[src/rtl/alu_pkg.sv]
`default_nettype none
// ---------------------------------------------------------------------------
// Module : alu_pkg
// Purpose: Shared definitions for the 32-bit ALU and the mod sequencer:
//          3-bit alu_ctr operation codes and the sequencer state encoding.
// Rev    : 1.0  initial release
// ---------------------------------------------------------------------------
package alu_pkg;

  localparam logic [2:0] ALU_AND = 3'b000;
  localparam logic [2:0] ALU_OR  = 3'b001;
  localparam logic [2:0] ALU_XOR = 3'b010;
  localparam logic [2:0] ALU_ADD = 3'b011;
  localparam logic [2:0] ALU_SLT = 3'b100;
  localparam logic [2:0] ALU_NOR = 3'b101;
  localparam logic [2:0] ALU_SUB = 3'b110;
  localparam logic [2:0] ALU_MOD = 3'b111;

  typedef enum logic [2:0] {
    IDLE  = 3'd0,
    CHECK = 3'd1,
    CMP   = 3'd2,
    SUB   = 3'd3,
    FIN   = 3'd4,
    ERR   = 3'd5
  } seq_state_t;

endpackage
`default_nettype wire

[src/rtl/alu_mod_sequencer_if.sv]
`default_nettype none
// ---------------------------------------------------------------------------
// Module : alu_mod_sequencer_if
// Purpose: Bundles the request/response handshake and the shared-ALU bus of
//          the mod sequencer.
//   master : datapath side (drives start/operands, returns ALU result)
//   slave  : sequencer side
// Signals: start, dividend, divisor, busy, done, err, mod_result,
//          alu_own, alu_src1, alu_src2, alu_ctr, alu_result, zero_bit
// Rev    : 1.0  initial release
// ---------------------------------------------------------------------------
interface alu_mod_sequencer_if;
  logic        start;
  logic [31:0] dividend;
  logic [31:0] divisor;
  logic        busy;
  logic        done;
  logic        err;
  logic [31:0] mod_result;
  logic        alu_own;
  logic [31:0] alu_src1;
  logic [31:0] alu_src2;
  logic [2:0]  alu_ctr;
  logic [31:0] alu_result;
  logic        zero_bit;

  modport master (
    output start, dividend, divisor, alu_result, zero_bit,
    input  busy, done, err, mod_result, alu_own, alu_src1, alu_src2, alu_ctr
  );

  modport slave (
    input  start, dividend, divisor, alu_result, zero_bit,
    output busy, done, err, mod_result, alu_own, alu_src1, alu_src2, alu_ctr
  );
endinterface
`default_nettype wire

[src/rtl/mod_iter_counter.sv]
`default_nettype none
// ---------------------------------------------------------------------------
// Module : mod_iter_counter
// Purpose: Subtraction counter for the mod sequencer with terminal compare.
// Ports  : clk, rst_n (async active-low); i_clear, i_inc;
//          o_count (32); o_at_max = (count == MAX_ITER)
// Rev    : 1.0  initial release
// ---------------------------------------------------------------------------
module mod_iter_counter #(
  parameter logic [31:0] MAX_ITER = 32'd65535
) (
  input  wire logic        clk,
  input  wire logic        rst_n,
  input  wire logic        i_clear,
  input  wire logic        i_inc,
  output logic      [31:0] o_count,
  output logic             o_at_max
);

  logic [31:0] r_count;

  // The sequencer checks o_at_max before every increment, so no wrap guard.
  always_ff @(posedge clk or negedge rst_n) begin
    if (!rst_n)       r_count <= '0;
    else if (i_clear) r_count <= '0;
    else if (i_inc)   r_count <= r_count + 32'd1;
  end

  assign o_count  = r_count;
  assign o_at_max = (r_count == MAX_ITER);

endmodule
`default_nettype wire

[src/rtl/alu_mod_sequencer.sv]
`default_nettype none
// ---------------------------------------------------------------------------
// Module : alu_mod_sequencer
// Purpose: Multi-cycle A mod B on the shared ALU by repeated SLT/SUB.
//          While busy it owns the ALU (alu_own=1).
// Ports  : CLK, reset (async active-low); bus (alu_mod_sequencer_if.slave);
//          quotient (32, only with ALU_MOD_QUOTIENT_EN)
// Config : ALU_MOD_QUOTIENT_EN adds the registered quotient output.
// Rev    : 1.0  initial release
// ---------------------------------------------------------------------------
module alu_mod_sequencer
  import alu_pkg::*;
#(
  parameter logic [31:0] MAX_ITER = 32'd65535
) (
  input  wire logic   CLK,
  input  wire logic   reset,
`ifdef ALU_MOD_QUOTIENT_EN
  output logic [31:0] quotient,
`endif
  alu_mod_sequencer_if.slave bus
);

  seq_state_t  r_state;
  seq_state_t  w_next;
  logic [31:0] r_rem;
  logic [31:0] r_div;
  logic        r_done;
  logic        r_err;
  logic [31:0] r_mod;
  logic [31:0] w_iter;
  logic        w_at_max;
  logic        w_accept;

  assign w_accept = (r_state == IDLE) && bus.start;

  mod_iter_counter #(.MAX_ITER(MAX_ITER)) u_iter (
    .clk      (CLK),
    .rst_n    (reset),
    .i_clear  (w_accept),
    .i_inc    (r_state == SUB),
    .o_count  (w_iter),
    .o_at_max (w_at_max)
  );

  always_ff @(posedge CLK or negedge reset) begin
    if (!reset) r_state <= IDLE;
    else        r_state <= w_next;
  end

  // done/err are registered from FIN/ERR, so they appear in the IDLE cycle
  // that follows; a start in that cycle is accepted.
  always_ff @(posedge CLK or negedge reset) begin
    if (!reset) begin
      r_rem  <= '0;
      r_div  <= '0;
      r_done <= 1'b0;
      r_err  <= 1'b0;
      r_mod  <= '0;
    end else begin
      r_done <= (r_state == FIN) || (r_state == ERR);
      r_err  <= (r_state == ERR);
      if (w_accept) begin
        r_rem <= bus.dividend;
        r_div <= bus.divisor;
      end else if (r_state == SUB) begin
        r_rem <= bus.alu_result;
      end
      if (r_state == FIN)      r_mod <= r_rem;
      else if (r_state == ERR) r_mod <= '0;
    end
  end

`ifdef ALU_MOD_QUOTIENT_EN
  logic [31:0] r_quo;
  always_ff @(posedge CLK or negedge reset) begin
    if (!reset)              r_quo <= '0;
    else if (r_state == FIN) r_quo <= w_iter;
    else if (r_state == ERR) r_quo <= '0;
  end
  assign quotient = r_quo;
`else
  logic w_unused_iter;
  assign w_unused_iter = ^w_iter;
`endif

  always_comb begin
    w_next       = r_state;
    bus.alu_own  = 1'b0;
    bus.alu_src1 = '0;
    bus.alu_src2 = '0;
    bus.alu_ctr  = ALU_AND;
    case (r_state)
      IDLE: begin
        if (bus.start) w_next = CHECK;
      end
      CHECK: begin
        // XOR against 0 makes zero_bit flag a zero divisor.
        bus.alu_own  = 1'b1;
        bus.alu_ctr  = ALU_XOR;
        bus.alu_src1 = r_div;
        if (bus.zero_bit || r_rem[31] || r_div[31]) w_next = ERR;
        else                                        w_next = CMP;
      end
      CMP: begin
        bus.alu_own  = 1'b1;
        bus.alu_ctr  = ALU_SLT;
        bus.alu_src1 = r_rem;
        bus.alu_src2 = r_div;
        if (bus.alu_result[0]) w_next = FIN;
        else if (w_at_max)     w_next = ERR;
        else                   w_next = SUB;
      end
      SUB: begin
        bus.alu_own  = 1'b1;
        bus.alu_ctr  = ALU_SUB;
        bus.alu_src1 = r_rem;
        bus.alu_src2 = r_div;
        w_next       = CMP;
      end
      FIN:     w_next = IDLE;
      ERR:     w_next = IDLE;
      default: w_next = IDLE;
    endcase
  end

  assign bus.busy       = (r_state != IDLE);
  assign bus.done       = r_done;
  assign bus.err        = r_err;
  assign bus.mod_result = r_mod;

endmodule
`default_nettype wire
[src/flat_wrapper.sv]
// flat-port wrapper written by rule: the top's interface ports become plain ports
module alu_mod_sequencer_flat import alu_pkg::*;
#(
  parameter logic [31:0] MAX_ITER = 32'd65535
)
  (CLK, reset, bus_start, bus_dividend, bus_divisor, bus_alu_result, bus_zero_bit, bus_busy, bus_done, bus_err, bus_mod_result, bus_alu_own, bus_alu_src1, bus_alu_src2, bus_alu_ctr);
  alu_mod_sequencer_if bus_i ();
  input  wire logic CLK;
  input  wire logic reset;
  input wire logic [$bits(bus_i.start)-1:0] bus_start;
  input wire logic [$bits(bus_i.dividend)-1:0] bus_dividend;
  input wire logic [$bits(bus_i.divisor)-1:0] bus_divisor;
  input wire logic [$bits(bus_i.alu_result)-1:0] bus_alu_result;
  input wire logic [$bits(bus_i.zero_bit)-1:0] bus_zero_bit;
  output wire logic [$bits(bus_i.busy)-1:0] bus_busy;
  output wire logic [$bits(bus_i.done)-1:0] bus_done;
  output wire logic [$bits(bus_i.err)-1:0] bus_err;
  output wire logic [$bits(bus_i.mod_result)-1:0] bus_mod_result;
  output wire logic [$bits(bus_i.alu_own)-1:0] bus_alu_own;
  output wire logic [$bits(bus_i.alu_src1)-1:0] bus_alu_src1;
  output wire logic [$bits(bus_i.alu_src2)-1:0] bus_alu_src2;
  output wire logic [$bits(bus_i.alu_ctr)-1:0] bus_alu_ctr;
  assign bus_i.start = bus_start;
  assign bus_i.dividend = bus_dividend;
  assign bus_i.divisor = bus_divisor;
  assign bus_i.alu_result = bus_alu_result;
  assign bus_i.zero_bit = bus_zero_bit;
  assign bus_busy = bus_i.busy;
  assign bus_done = bus_i.done;
  assign bus_err = bus_i.err;
  assign bus_mod_result = bus_i.mod_result;
  assign bus_alu_own = bus_i.alu_own;
  assign bus_alu_src1 = bus_i.alu_src1;
  assign bus_alu_src2 = bus_i.alu_src2;
  assign bus_alu_ctr = bus_i.alu_ctr;
  alu_mod_sequencer #(.MAX_ITER(MAX_ITER)) u_core (.CLK(CLK), .reset(reset), .bus(bus_i));
endmodule
[config.mk]
export PLATFORM = sky130hd
export DESIGN_NAME = alu_mod_sequencer_flat
export DESIGN_NICKNAME = d
export VERILOG_FILES = /design/src/rtl/alu_pkg.sv /design/src/rtl/alu_mod_sequencer_if.sv /design/src/rtl/mod_iter_counter.sv /design/src/rtl/alu_mod_sequencer.sv /design/src/flat_wrapper.sv
export SDC_FILE = /design/constraint.sdc
export NUM_CORES = 1
export LEC_CHECK = 0
export BUFFER_PORTS_ARGS = -buffer_cell sky130_fd_sc_hd__buf_2
export CAP_MARGIN = 10
export CORE_MARGIN = 5
export CORE_UTILIZATION = 46
export DETAILED_ROUTE_END_ITERATION = 6
export HOLD_SLACK_MARGIN = 0.15
export PLACE_DENSITY = 0.88
export SKIP_CTS_REPAIR_TIMING = 1
export SLEW_MARGIN = 20
export SYNTH_ARGS = -nofsm -noshare
export SYNTH_HDL_FRONTEND = slang
export SYNTH_HIERARCHICAL = 1
export SYNTH_SLANG_ARGS = --single-unit
[constraint.sdc]
create_clock -name CLK -period 2.8 [get_ports CLK]
set_clock_uncertainty 0.15 [all_clocks]
set_input_delay 0.7 -clock CLK [delete_from_list [all_inputs] [get_ports CLK]]
set_output_delay 0.7 -clock CLK [all_outputs]
set_load 0.01 [all_outputs]
### After elaboration in Yosys (flattened, before gate mapping)

Index checks and enable logic that the tools add are counted.

* $add $sub $neg: 1
* equality and inequality tests: 7
* multiplexer cells: 15
* reductions and logical operators: 10

Operators by type and width (count)
* $mux W32: 7
* $pmux W32 S2: 1
* $add A32 B1 Y32 const B: 1
* $eq A32 B16 Y1 const B: 1
* $mux W3: 4
* $pmux W3 S4: 1
* $pmux W3 S3: 1
* $eq A3 B2 Y1 const B: 2
* $eq A3 B3 Y1 const B: 2
* $reduce_bool A2 Y1: 2
* $eq A3 B1 Y1 const B: 1
* $logic_not A3 Y1: 1
* $logic_or A1 B1 Y1: 3
* $reduce_bool A3 Y1: 1
* $reduce_or A3 Y1: 1
* $ne A2 B2 Y1 const B: 1
* $reduce_or A2 Y1: 1
* $logic_and A1 B1 Y1: 1
* $mux W1: 1

* register bits after elaboration: 133
* input port bits: 100
* output and inout port bits: 103

### Longest topological paths before layout

Gate-level depths: netlist of the first run.

* depth after elaboration: 4
* depth in mapped cells: 10

### Cells and area by module

Netlist of the first run, hierarchy kept.

Modules (own cells, without submodules)
* alu_mod_sequencer: times used 1, cells an instance 487, area an instance 4573.1 um^2, sequential area each 2527.4 um^2
* mod_iter_counter: times used 1, cells an instance 190, area an instance 1844.3 um^2, sequential area each 800.8 um^2

### Least setup slack after synthesis of the first run

OpenSTA, ideal clock, no wires.

* kind: in2reg
* start: input bus_start
* end: register u_core.u_iter.r_count[30], in the netlist u_core/u_iter/o_count[30]
* library setup time: 125 ps
* arrival time: 2591 ps
* required time: 2525 ps
* slack: -65 ps
* cell stages on the path: 9
* path buffers: 3
* cells stage by stage: or4b_4 inv_2 buf_6 buf_4 o2111a_1 buf_4 nand3_4 nor4_1 mux2_2

* longest elaborated chain between the ends: 2

RTL lines
* from (decl): line flat_wrapper.sv:10 `input wire logic [$bits(bus_i.start)-1:0] bus_start;`
* $logic_and A1 B1 Y1 (*): line alu_mod_sequencer.sv:35 `assign w_accept = (r_state == IDLE) && bus.start;`
* net u_core.w_accept: line alu_mod_sequencer.sv:33 `logic w_accept;`
* $mux W32 / $reduce_bool A2 Y1 (equally long branches)
* to (signal assigned): line mod_iter_counter.sv:26 `else if (i_inc) r_count <= r_count + 32'd1;`
* to (decl): line mod_iter_counter.sv:20 `logic [31:0] r_count;`

Mark *: on every way through the listed nets, which the timed path passes. The rest lies on a longest branch.
A chain may end at the register's enable or synchronous reset.

### Final worst setup path of the first run

* start: register u_core.r_state[0]
* end: output bus_alu_src1[21]

* longest elaborated chain between the ends: 3

RTL lines
* from (decl): line alu_mod_sequencer.sv:24 `seq_state_t r_state;`
* from (signal assigned): line alu_mod_sequencer.sv:48 `else r_state <= w_next;`
* $eq A3 B2 Y1: line alu_mod_sequencer.sv:93 `case (r_state)`
* $reduce_or A2 Y1 (no source line)
* $pmux W32 S2 (*): line alu_mod_sequencer.sv:93
* to (decl): line flat_wrapper.sv:20 `output wire logic [$bits(bus_i.alu_src1)-1:0] bus_alu_src1;`

Every way passes the cells marked *; elsewhere a longest branch is shown, timed or not.

==> results of run 1 <==
[worst max path at each step]
stage	startpoint	endpoint	slack, ps	cells after the start
after floorplan	bus_start	u_core/u_iter/o_count[30]$_DFFE_PN0P_	-30	9
after global placement	bus_start	u_core/u_iter/o_count[13]$_DFFE_PN0P_	30	8
after detailed placement	bus_start	u_core/u_iter/o_count[13]$_DFFE_PN0P_	-10	8
after CTS	u_core/r_state[0]$_DFFE_PN0P_	bus_alu_src1[21]	20	6
after global routing	u_core/r_state[0]$_DFFE_PN0P_	bus_alu_src1[21]	-6	7
final	u_core/r_state[0]$_DFFE_PN0P_	bus_alu_src1[21]	100	7
[cell usage in the layout (no fill, tap or decap), types with 4 or more instances in the layout]
| master | Yosys | final |
|---|---|---|
| a21oi_1 | 78 | 78 |
| a22o_1 | 64 | 64 |
| and2_1 | 33 | 33 |
| and4_1 | 6 | 6 |
| buf_2 | 20 | 200 |
| buf_4 | 5 | 23 |
| bufinv_16 | 0 | 4 |
| clkbuf_16 | 0 | 18 |
| clkinv_2 | 0 | 4 |
| dfrtp_1 | 133 | 133 |
| inv_1 | 5 | 4 |
| mux2_2 | 8 | 8 |
| nand2_1 | 138 | 138 |
| nand3_1 | 10 | 10 |
| nand4_1 | 7 | 7 |
| nor2_1 | 56 | 56 |
| nor2b_1 | 8 | 7 |
| nor4_1 | 10 | 6 |
| nor4_2 | 0 | 4 |
| o31ai_1 | 9 | 9 |
| or3_1 | 4 | 4 |
| or4_1 | 8 | 8 |
| xor2_1 | 9 | 9 |
[area by class of cell]
type                       instances  area (µm²)  share of cell area [%]
clock buffer                      22         474                    5.70
inverter                           6        27.5                   0.331
timing repair buffer             229        1280                    15.4
tap                              180         225                    2.71
multi-input combinational        484        2830                    34.0
clock inverter                     9         150                    1.81
sequential                       133        3330                    40.0
[cell families (layout without fill, tap and decap cells)]
logic type	after synthesis	count (layout)	synth area share, %
other	1	1	0.0584
buffers and inverters	60	266	4.78
adder cells (fa/ha/maj)	1	1	0.195
AND/OR/NAND/NOR	300	300	22.9
flip-flops	133	133	51.9
AO/OA/AOI/OAI	162	162	17.2
XOR/XNOR	11	11	1.50
multiplexers	9	9	1.56
[state kept, by name, indices dropped and copies added (netlist names)]
signal,flops
u_core/r_state,3
u_core/bus.mod_result,32
u_core/bus.err,1
u_core/r_div,32
u_core/bus.done,1
u_core/u_iter/o_count,32
u_core/r_rem,32
[per-layer routing]
| layer | track usage (%) | wire (µm) | vias to the layer above |
|---|---|---|---|
| li1 | - | - | 2746 |
| met5 | 0 | 0 | - |
| met1 | 28.7 | 7620 | 2847 |
| met3 | 5.38 | 1600 | 39 |
| met4 | 9.74 | 562 | 0 |
| met2 | 37.4 | 9250 | 334 |
[stage by stage]
step	total power [µW]	setup WS, ps
after floorplan	5100	-32.5
after global placement	6270	30.7
after detailed placement	6390	-14.3
after CTS	8770	22.0
after global routing	9390	-5.91
final	8860	101
[critical path: cells and delay by family (launching register included)]
family / cells / cell delay (ps)
buf+inv: 5 / 760
flops: 1 / 350
simple gates: 1 / 140
compound gates: 1 / 170
[power by group]
part,internal (µW),switching (µW)
logic,1440,1940
registers,2620,510
clock network,1550,795
==> metrics.cfg, run 1 <==
[layout]
diodes = 0
fin_nets = 972
fillers = 1161
postLayoutCoreUtil_pct = 60.4
syn2layout_area_growth_pct = 29.6
final_cells = 1063
drive_gt1_share_pct = 31.9
final_cell_area_um2 = 8320

[routing]
vias_per_cell = 5.61
wl_per_cell_um = 17.9
final_antenna_net_count = 0
num_vias = 5966
drc = 0
drt_first_pass_iters = 5
finalWirelength_um = 19000
first_iter_violations = 504

[logic_synthesis]
synth_top_area_cell = dfrtp_1
yosys_warnings = 6
synth_edf_count = 0
synthFlopType = dfrtp_1
synth.most_common_cell = nand2_1
synthArstFlopShare_pct = 100
synth_seq_cells = 133
netlist_instances = 677
yosys.cell_types.count = 50
synth_area_leaders = dfrtp_1, a22o_1, nand2_1, a21oi_1, nor2_1
avgSynthCellArea_um2 = 9.48
syn_nets = 778
synthesis.area_um2 = 6420
synth_common_cells = nand2_1, dfrtp_1, a21oi_1
yosysTopAreaCellShare_pct = 51.9
ys_seq_area_share_pct = 51.9

[worst_setup_path]
worstSetupPathType = reg -> out
cpMaxStageDelayCell = dfrtp_1
reg2reg_slack_ps = 290
startpoint_type = flop
r2r-end = u_core/u_iter/o_count[27]$_DFFE_PN0P_
crit_required_ps = 1950
cp.arrival_ps = 1850
slowest_delay_ps = 350
worstPathMaxFanout = 14
r2r_start = u_core/r_state[1]$_DFFE_PN0P_
end_kind = primary output
crit_top_cell = buf_4
worstRegToRegCells = 6
path_cells = buf_4 > clkinvlp_4 > nor3_4 > buf_4 > buf_12 > a22o_1 > buf_2

[power]
ir_drop_v = 0.000729
powerDensity_nw_per_um2 = 1060
p_leak_uw = 0.00433

[min_path]
hp-class = in -> reg
min_to = u_core/r_div[13]$_DFFE_PN0P_
hold_depth = 3
min_from = bus_divisor[13]

[floorplanning]
dieArea_um2 = 16400
core-area_um2 = 13800
initial_core_util_pct = 46.6
die_w_um = 128
io_pins = 203
die_h_um = 128
rows = 43

[clock_tree]
clock_path_buffers = 2
clkLatencyLatePin_ps = 420
clockRootBuffer = clkbuf_16
cts_num_sinks = 133
cts_inserted_buffers = 17
cts_tree = yes
h-tree-depth = 4
path_clk_slew_ps = 60

[placement]
dpl.cell_count = 1025
post-dp-hpwl_um = 12600
portBuffers = 201
dpl_cell_area_um2 = 7610
gp_congestion = 0.878

[grt]
grt_overflow = 0
grt_pass1_vias = 5890
grt_max_degree = 65
grt.total_usage_pct = 22.7
antenna_found_initial = 0
grt_first_pass_wirelength_um = 29600

[timing]
setup_viol = 0
max_freq_mhz = 370
drv_slew = 0
hold_viol_final = 0
holdWs_ps = 321
final.setup.tns_ps = 0
min_period_ps = 2700
tightest_slew_ps = 759
maxSlewHeadroom_pct = 49.4
timing.final.crit_share_pct = 96.4

[outcome]
outcome = finished, final reports clean

[run]
max-cap-violations = 0

Power figures use the tool's default switching activity.
==> run 2: changes to the inputs <==
--- a/config.mk
+++ b/config.mk
@@ -7,6 +7,7 @@
 export LEC_CHECK = 0
 export BUFFER_PORTS_ARGS = -buffer_cell sky130_fd_sc_hd__buf_2
 export CAP_MARGIN = 10
+export CORE_ASPECT_RATIO = 1.4
 export CORE_MARGIN = 5
 export CORE_UTILIZATION = 46
 export DETAILED_ROUTE_END_ITERATION = 6
==> metrics.cfg, run 2 (synthesis gave the netlist of run 1 again) <==
[outcome]
outcome = finished, final reports clean  ; unchanged

[clock_tree]
h-tree-depth = 4  ; unchanged
clkLatencyLatePin_ps = 400  ; was 420 ps
cts_num_sinks = 133  ; unchanged
cts_inserted_buffers = 17  ; unchanged
clockRootBuffer = clkbuf_16  ; unchanged
cts_tree = yes  ; unchanged
path_clk_slew_ps = 60  ; about the same
clock_path_buffers = 2  ; unchanged

[grt]
grt_pass1_vias = 5811  ; was 5,890
grt.total_usage_pct = 23.3  ; was 22.7%
grt_overflow = 0  ; unchanged
antenna_found_initial = 1  ; was 0
grt_first_pass_wirelength_um = 29700  ; was 29,600 µm
grt_max_degree = 134  ; was 65

[timing]
min_period_ps = 2690  ; was 2700 ps
maxSlewHeadroom_pct = 49.5  ; was 49.4%
setup_viol = 0  ; unchanged
timing.final.crit_share_pct = 96.0  ; was 96.4%
fin_ws_ps = 112  ; was 101 ps
max_freq_mhz = 372  ; was 370 MHz
hold_viol_final = 0  ; unchanged
rsz0062_at_grt = yes
tightest_slew_ps = 757  ; was 759 ps
holdWs_ps = 188  ; was 321 ps
drv_slew = 0  ; unchanged

[min_path]
hp-class = in -> async  ; was in -> reg

[routing]
num_vias = 5894  ; was 5,966
first_iter_violations = 509  ; was 504
drt_first_pass_iters = 5  ; unchanged
wl_per_cell_um = 18.0  ; was 17.9 µm
finalWirelength_um = 19100  ; was 19,000 µm
final_antenna_net_count = 0  ; unchanged
drc = 0  ; unchanged
vias_per_cell = 5.56  ; was 5.61

[floorplanning]
rows = 51  ; was 43
die_w_um = 110  ; was 128 µm
die_h_um = 150  ; was 128 µm
dieArea_um2 = 16400  ; about the same
initial_core_util_pct = 46.6  ; about the same
io_pins = 203  ; unchanged
core-area_um2 = 13800  ; about the same

[placement]
portBuffers = 201  ; unchanged
gp_congestion = 0.914  ; was 0.878
post-dp-hpwl_um = 12700  ; was 12,600 µm
pre_cts_ws_ps = -47.4  ; was -14.3 ps

[worst_setup_path]
end_kind = primary output  ; unchanged
cp.arrival_ps = 1840  ; was 1850 ps
crit_start = u_core/r_state[0]$_DFFE_PN0P_  ; unchanged
r2r_start = u_core/r_state[1]$_DFFE_PN0P_  ; unchanged
worstPathMaxFanout = 29  ; was 14
r2r-end = u_core/u_iter/o_count[30]$_DFFE_PN0P_  ; was u_core/u_iter/o_count[27]$_DFFE_PN0P_
slowest_delay_ps = 350  ; about the same
worstSetupPathType = reg -> out  ; unchanged
startpoint_type = flop  ; unchanged
crit_required_ps = 1950  ; about the same
path_cells = buf_4 > inv_1 > nor3_4 > buf_12 > a22o_1 > buf_2  ; was buf_4 > clkinvlp_4 > nor3_4 > buf_4 > buf_12 > a22o_1 > buf_2
reg2reg_slack_ps = 290  ; about the same
endpoint = bus_alu_src1[20]  ; was bus_alu_src1[21]
cpMaxStageDelayCell = dfrtp_1  ; unchanged
worstRegToRegCells = 6  ; unchanged

[layout]
final_common_cell = buf_2  ; unchanged
drive_gt1_share_pct = 31.4  ; was 31.9%
fillers = 1205  ; was 1,161
final_cell_mix = buf_2, nand2_1, dfrtp_1  ; unchanged
syn2layout_area_growth_pct = 28.0  ; was 29.6%
fin_nets = 964  ; was 972

[power]
p_leak_uw = 0.00427  ; was 0.00433 µW
powerDensity_nw_per_um2 = 1040  ; was 1060 nW/µm²
ir_drop_v = 0.000637  ; was 0.000729 V

[run]
max-cap-violations = 0  ; unchanged

[run 2: cell types whose count changed in the layout (fill, tap and decap cells not counted), moves of 2 or more]
cell,before,now
buf_4,23,16
bufinv_16,4,2
clkinv_4,0,2
inv_6,0,2
[run 2: worst min path at each step]
stage                                       from                            end  slack [ps]  cells past startpoint
global route                               reset  u_core/r_state[1]$_DFFE_PN0P_         270                      2
finish                                     reset   u_core/r_div[24]$_DFFE_PN0P_         190                      2
floorplan                                  reset      u_core/bus.done$_DFF_PN0_         250                      0
detailed placement  u_core/r_div[18]$_DFFE_PN0P_   u_core/r_div[18]$_DFFE_PN0P_         330                      2
CTS                                        reset  u_core/r_state[1]$_DFFE_PN0P_         270                      2
global placement    u_core/r_div[22]$_DFFE_PN0P_   u_core/r_div[22]$_DFFE_PN0P_         320                      2
[run 2: per-stage QoR]
stage               TNS, ps  utilization [%]  power [µW]  std cells  cell area [µm²]
global route              0             59.6        9110       1060             8210
CTS                    -862             59.4        8590       1060             8190
finish                    0             59.6        8570       1061             8210
floorplan             -32.5                -        5100        677             6450
detailed placement    -70.9             55.2        6380       1029             7610
global placement          0             55.2        6260       1029             7610
[run 2: layout make-up]
type / instances / area, µm² / area share (%)
tap: 185 / 231 / 2.82
timing repair buffer: 221 / 1210 / 14.8
multi-input combinational: 484 / 2830 / 34.5
sequential: 133 / 3330 / 40.5
clock buffer: 20 / 457 / 5.56
clock inverter: 11 / 125 / 1.52
inverter: 6 / 23.8 / 0.290
antenna: 1 / 2.50 / 0.0305
[run 2: per-layer routing]
layer  global-route usage, %  up-vias  share of wire, %
met1                    28.2     2850                37
li1                        -     2725                 -
met3                    4.96       46               7.3
met5                       0        -             0.068
met4                    9.54        2               2.8
met2                    39.7      271                52
[run 2: where the power goes]
part           total, µW  internal [µW]  switching (µW)
registers           3140           2620             517
clock network       2180           1360             825
logic               3250           1360            1890
total               8570           5340            3230
[run 2: worst max-delay path, delay by kind of cell (launching register included)]
kind | cells | cell delay [ps]
buffers and inverters | 4 | 650
flip-flops | 1 | 350
AND/OR/NAND/NOR | 1 | 250
AO/OA/AOI/OAI | 1 | 160
